[src/rtl/fifo_word_packer.sv]
// Drains bytes from an 8-bit FIFO read port and packs them little-endian into words on a valid/ready output.
// Optional partial-word flush with byte enables is compiled in with `define PACKER_FLUSH_EN.
module fifo_word_packer #(
  parameter int DATA_W         = 8,
  parameter int BYTES_PER_WORD = 4,
  parameter int CNT_W          = 16,
  localparam int WORD_W        = DATA_W * BYTES_PER_WORD
) (
  input  logic                      clk,
  input  logic                      rst,
  input  logic [DATA_W-1:0]         buf_out,
  input  logic                      buf_empty,
  output logic                      rd_en,
  output logic [WORD_W-1:0]         word_out,
  output logic                      word_valid,
  input  logic                      word_ready,
  output logic [CNT_W-1:0]          word_count
`ifdef PACKER_FLUSH_EN
  ,
  input  logic                      flush,
  output logic [BYTES_PER_WORD-1:0] word_be
`endif
);

  localparam int IDX_W = $clog2(BYTES_PER_WORD);
  localparam logic [IDX_W:0]   BPW_L    = (IDX_W+1)'(BYTES_PER_WORD);
  localparam logic [IDX_W-1:0] LAST_IDX = IDX_W'(BYTES_PER_WORD - 1);

  typedef enum logic {FILL, HOLD} state_t;

  state_t                    state_q, state_d;
  logic [IDX_W-1:0]          byte_idx_q, byte_idx_d;
  logic                      rd_pending_q, rd_pending_d;
  logic [WORD_W-1:0]         word_q, word_d;
  logic                      word_valid_q, word_valid_d;
  logic [CNT_W-1:0]          count_q, count_d;
  logic [BYTES_PER_WORD-1:0] be_q, be_d;
  logic                      flush_q, flush_d;
  logic [IDX_W:0]            fill_lvl;

  always_comb begin
    state_d      = state_q;
    byte_idx_d   = byte_idx_q;
    word_d       = word_q;
    word_valid_d = word_valid_q;
    count_d      = count_q;
    be_d         = be_q;
    flush_d      = flush_q;

    // Bytes already captured plus the one still in flight bound what we may request.
    fill_lvl     = {1'b0, byte_idx_q} + (IDX_W+1)'(rd_pending_q);
    rd_en        = rst && (state_q == FILL) && !buf_empty && (fill_lvl < BPW_L) && !flush_q;
    rd_pending_d = rd_en;

    case (state_q)
      FILL: begin
        if (rd_pending_q) begin
          for (int i = 0; i < BYTES_PER_WORD; i++) begin
            if (IDX_W'(i) == byte_idx_q) word_d[i*DATA_W +: DATA_W] = buf_out;
          end
          if (byte_idx_q == LAST_IDX) begin
            state_d      = HOLD;
            word_valid_d = 1'b1;
            byte_idx_d   = '0;
            be_d         = '1;
            flush_d      = 1'b0;
          end else begin
            byte_idx_d = byte_idx_q + 1'b1;
          end
        end
`ifdef PACKER_FLUSH_EN
        else if (flush_q) begin
          // Present the partial word once nothing is in flight; unfilled lanes read as zero.
          for (int i = 0; i < BYTES_PER_WORD; i++) begin
            be_d[i] = (IDX_W'(i) < byte_idx_q);
            if (!be_d[i]) word_d[i*DATA_W +: DATA_W] = '0;
          end
          state_d      = HOLD;
          word_valid_d = 1'b1;
          byte_idx_d   = '0;
          flush_d      = 1'b0;
        end
        if (flush && (fill_lvl != '0) && !(rd_pending_q && byte_idx_q == LAST_IDX))
          flush_d = 1'b1;
`endif
      end
      HOLD: begin
        if (word_ready) begin
          word_valid_d = 1'b0;
          count_d      = count_q + 1'b1;
          state_d      = FILL;
        end
      end
      default: state_d = FILL;
    endcase
  end

  always_ff @(posedge clk or negedge rst) begin
    if (!rst) begin
      state_q      <= FILL;
      byte_idx_q   <= '0;
      rd_pending_q <= 1'b0;
      word_q       <= '0;
      word_valid_q <= 1'b0;
      count_q      <= '0;
      be_q         <= '0;
      flush_q      <= 1'b0;
    end else begin
      state_q      <= state_d;
      byte_idx_q   <= byte_idx_d;
      rd_pending_q <= rd_pending_d;
      word_q       <= word_d;
      word_valid_q <= word_valid_d;
      count_q      <= count_d;
      be_q         <= be_d;
      flush_q      <= flush_d;
    end
  end

  assign word_out   = word_q;
  assign word_valid = word_valid_q;
  assign word_count = count_q;
`ifdef PACKER_FLUSH_EN
  assign word_be    = be_q;
`endif

endmodule

[config.mk]
export PLATFORM = sky130hd
export DESIGN_NAME = fifo_word_packer
export DESIGN_NICKNAME = d
export VERILOG_FILES = /design/src/rtl/fifo_word_packer.sv
export SDC_FILE = /design/constraint.sdc
export NUM_CORES = 1
export LEC_CHECK = 0
export ABC_AREA = 1
export CAP_MARGIN = 15
export CORE_ASPECT_RATIO = 1.25
export CORE_MARGIN = 3
export CORE_UTILIZATION = 30
export CTS_CLUSTER_SIZE = 16
export DETAILED_ROUTE_END_ITERATION = 16
export DONT_BUFFER_PORTS = 1
export PLACE_DENSITY_LB_ADDON = 0.3
export SETUP_SLACK_MARGIN = 0.4
export SYNTH_ARGS = -nofsm -noshare
export SYNTH_HDL_FRONTEND = slang
export SYNTH_SLANG_ARGS = --single-unit
export TNS_END_PERCENT = 100
[constraint.sdc]
create_clock -name clk -period 1.4 [get_ports clk]
set_input_delay 0.21 -clock clk [delete_from_list [all_inputs] [get_ports clk]]
set_output_delay 0.21 -clock clk [all_outputs]
set_load 0.01 [all_outputs]
==> results.cfg <==
[global_route]
maximum_number_of_pins_on_one_net_before_global_route_repair = 55
groute.usage.overall = 0.128
grt_pass1_vias = 1659
grt_first_pass_wirelength_um = 8740
number_of_antenna_violations_at_the_first_check_in_global_routing = 0
globalRouteOverflowTotal = 0

[yosys]
synthesis.nets = 252
synthesis.instances = 235
postSynthRegisterBits = 53
ys_warn_count = 0
synth.cell_area_mm2 = 0.00229
ys_seq_area_frac = 0.580
synth.avg_cell_area_um2 = 9.73
ys_types = 25

[job]
cap_violations = 0

[sta]
finalSetupViolations = 0
grt_setup_unrepaired = yes
timing.final.hold_violations = 54
layout_min_cycle_time_ns = 1.34
final.hold.worst_slack_ns = -0.415
fin_skew_ns = 0.00949
worst_slew_pin_slew_ns = 0.335
max_freq_ghz = 0.744
maxSlewViolCount = 0
min_period_over_period = 0.960
slew-limit-headroom = 0.775

[hold_path]
worst_hold_path_type = in2async

[route]
dr_total_vias = 1729
detail_route.wl_per_cell_um = 16.5
first_iter_violations = 75
drt_wl_total_um = 5980
drc = 0
detail_route.vias_per_cell = 4.76
drtPass1Iterations = 4
remaining_antenna_violation_count = 0

[setup_path]
crit_family = flip-flops
setup.worst_path.end_class = output pin
timing.critical_path.slowest_cell_delay_ns = 0.47
path_buf_inv = 0
worstSetupStartpointType = flop
critical-path-slowest-cell = dfrtp_2
timing.critical_path.arrival_ns = 1.13
cp_max_fo = 2
timing_worst_setup_path_type = reg2out
cell_breakdown_of_the_critical_path = a311oi_4
critical_path_data_required_time_ns = 1.19

[die]
row_count = 34
die-height_um = 104
initial_utilization = 0.318
floorplan.die_area_mm2 = 0.00871
fp.dieW_um = 84.1
io_pins = 62
design.core.area_mm2 = 0.00719

[finish]
syn_to_final_growth_pct = 40.6
final_net_count = 289
fin_util = 0.447
antennaDiodeCount = 0
postLayoutCellArea_mm2 = 0.00321
layoutNonFillerInstCount = 363
seqCellArea_mm2 = 0.00134
layout-drive-gt1-share = 0.451
fillCellCount = 673
multi_input_combinational_cell_area_mm2 = 0.00124

[placement]
placement.cell_area_mm2 = 0.00248
post-place-cells = 329
hpwlAfterDp_um = 3640
placement.io_buffers = 0
gp_congestion = 0.802

[power_and_ir_drop]
power.density_mw_per_mm2 = 1750
power_leakage_nw = 1.46
irDropWorstVdd_v = 0.000757

[cts]
cts_max_level = 2
tritoncts = done
clk_path_buf_depth = 2
ctsRootBufferMaster = clkbuf_8
cts.sinks = 53
cts_made_buffers = 5
worst_setup_hold_path_clk_slew_ns = 0.10
cts-hold-fix-buffers = 1
clock_latency_ns = 0.30

[run_status]
outcome = finished with violations
violated_checks = negative hold slack
## synthesized netlist by cell type
cell type | instances | area, um2
a311oi_1 | 1 | 8.76
buf_6 | 4 | 45.0
dfrtp_1 | 53 | 1330
ha_1 | 5 | 62.6
inv_1 | 27 | 101
inv_2 | 1 | 3.75
inv_4 | 1 | 6.26
nand2_1 | 66 | 248
nand2_2 | 4 | 25.0
nand2_4 | 4 | 45.0
nand3_1 | 2 | 10.0
nand3_2 | 1 | 10.0
nand3b_1 | 1 | 7.51
nand4_1 | 8 | 50.1
nor2_1 | 7 | 26.3
nor2_2 | 1 | 6.26
nor2_4 | 1 | 11.3
nor3_1 | 1 | 5.00
nor3_2 | 1 | 10.0
nor3_4 | 1 | 16.3
o21ai_0 | 23 | 115
o21ai_1 | 12 | 60.1
o21bai_1 | 1 | 7.51
xnor2_1 | 3 | 26.3
xor2_1 | 6 | 52.6
## per-stage QoR
| stage | total power [mW] | hold slack [ns] | setup TNS, ns | worst slack, ns |
|---|---|---|---|---|
| after floorplan | 3.57 | -0.0856 | 0 | 0.161 |
| after global placement | 3.87 | -0.0844 | 0 | 0.160 |
| after detailed placement | 3.91 | -0.0841 | 0 | 0.120 |
| after CTS | 5.20 | -0.426 | -0.000825 | -0.000825 |
| after global routing | 6.00 | -0.438 | -0.0729 | -0.0535 |
| final | 5.63 | -0.415 | 0 | 0.0563 |
## per-layer routing
layer | share of wire | GRT usage | up-vias | routed length, um
li1 | - | - | 841 | -
met1 | 0.40 | 0.162 | 832 | 2390
met2 | 0.51 | 0.202 | 49 | 3060
met3 | 0.081 | 0.0492 | 7 | 485
met4 | 0.0089 | 0.0345 | 0 | 53
met5 | 0 | 0 | - | 0
## where the power goes
| group | leakage (nW) | switching (mW) | internal [mW] | total [mW] |
|---|---|---|---|---|
| clock | 0.0450 | 0.497 | 0.348 | 0.846 |
| combinational | 0.781 | 0.988 | 0.894 | 1.88 |
| sequential | 0.635 | 0.797 | 2.10 | 2.90 |
| total | 1.46 | 2.28 | 3.34 | 5.63 |
## state kept, by name, summed over array words and instances (netlist names)
name / count
word_out: 32
word_count: 16
byte_idx_q: 2
rd_pending_q: 1
state_q: 1
word_valid: 1
## layout make-up
cell class | count | area share
Sequential cell | 53 | 0.416
Multi-Input combinational cell | 155 | 0.385
Timing Repair Buffer | 27 | 0.0876
Inverter | 29 | 0.0452
Tap cell | 90 | 0.0350
Clock buffer | 6 | 0.0226
Timing Repair inverter | 1 | 0.00506
Clock inverter | 2 | 0.00311
## repair_timing
item | 4_1_cts | 5_1_grt
pin swaps | 39 | 11
resized for setup | 57 | 50
setup buffers | 12 | 6
endpoints found under the setup margin | 61 | 64
endpoints found under the hold margin | 55 | 54
gates cloned | 2 | 5
## cell usage in the layout, fill, tap and decap left out
cell type | netlist | final
dfrtp_1 | 53 | 44
nand2_1 | 66 | 38
nand2_2 | 4 | 27
inv_1 | 27 | 22
o21ai_1 | 12 | 21
buf_6 | 4 | 17
o21ai_2 | 0 | 14
nand2_8 | 0 | 11
dfrtp_2 | 0 | 9
nand4_1 | 8 | 8
buf_4 | 0 | 8
xor2_1 | 6 | 6
nor2_1 | 7 | 5
clkbuf_8 | 0 | 5
nand2_4 | 4 | 4
ha_4 | 0 | 4
inv_2 | 1 | 3
nor2_4 | 1 | 3
inv_4 | 1 | 2
nor3_4 | 1 | 2
nand3_2 | 1 | 2
xnor2_2 | 0 | 2
clkinv_2 | 0 | 2
a311oi_4 | 0 | 1
inv_6 | 0 | 1
clkinv_16 | 0 | 1
nand3_4 | 0 | 1
nor2_2 | 1 | 1
nand3b_1 | 1 | 1
nor3_1 | 1 | 1
o21bai_1 | 1 | 1
xnor2_1 | 3 | 1
ha_2 | 0 | 1
clkbuf_1 | 0 | 1
clkinv_8 | 0 | 1
dlygate4sd3_1 | 0 | 1
buf_12 | 0 | 1
## cell families (layout without fill, tap and decap cells)
logic type,after synthesis,count (layout),synth area share
simple gates,98,104,0.206
flops,53,53,0.580
compound gates,37,37,0.0837
buf+inv,33,65,0.0684
xor+xnor,9,9,0.0345
fa+ha+maj,5,5,0.0274
## path summary, 6_finish.rpt
check	startpoint	slack, ns	to	cells after the start
worst max register to register	word_count[0]$_DFFE_PN0P_	0.08	word_count[6]$_DFFE_PN0P_	5
min in group clk	buf_empty	-0.03	rd_pending_q$_DFF_PN0_	1
worst max-delay path	rd_pending_q$_DFF_PN0_	0.06	rd_en	1
worst min register to register	word_count[2]$_DFFE_PN0P_	0.51	word_count[2]$_DFFE_PN0P_	1
worst min-delay path	rst	-0.42	word_count[2]$_DFFE_PN0P_	0
max in group asynchronous	rst	1.69	word_count[7]$_DFFE_PN0P_	0
Note: power is estimated with default switching activity, not from simulation.
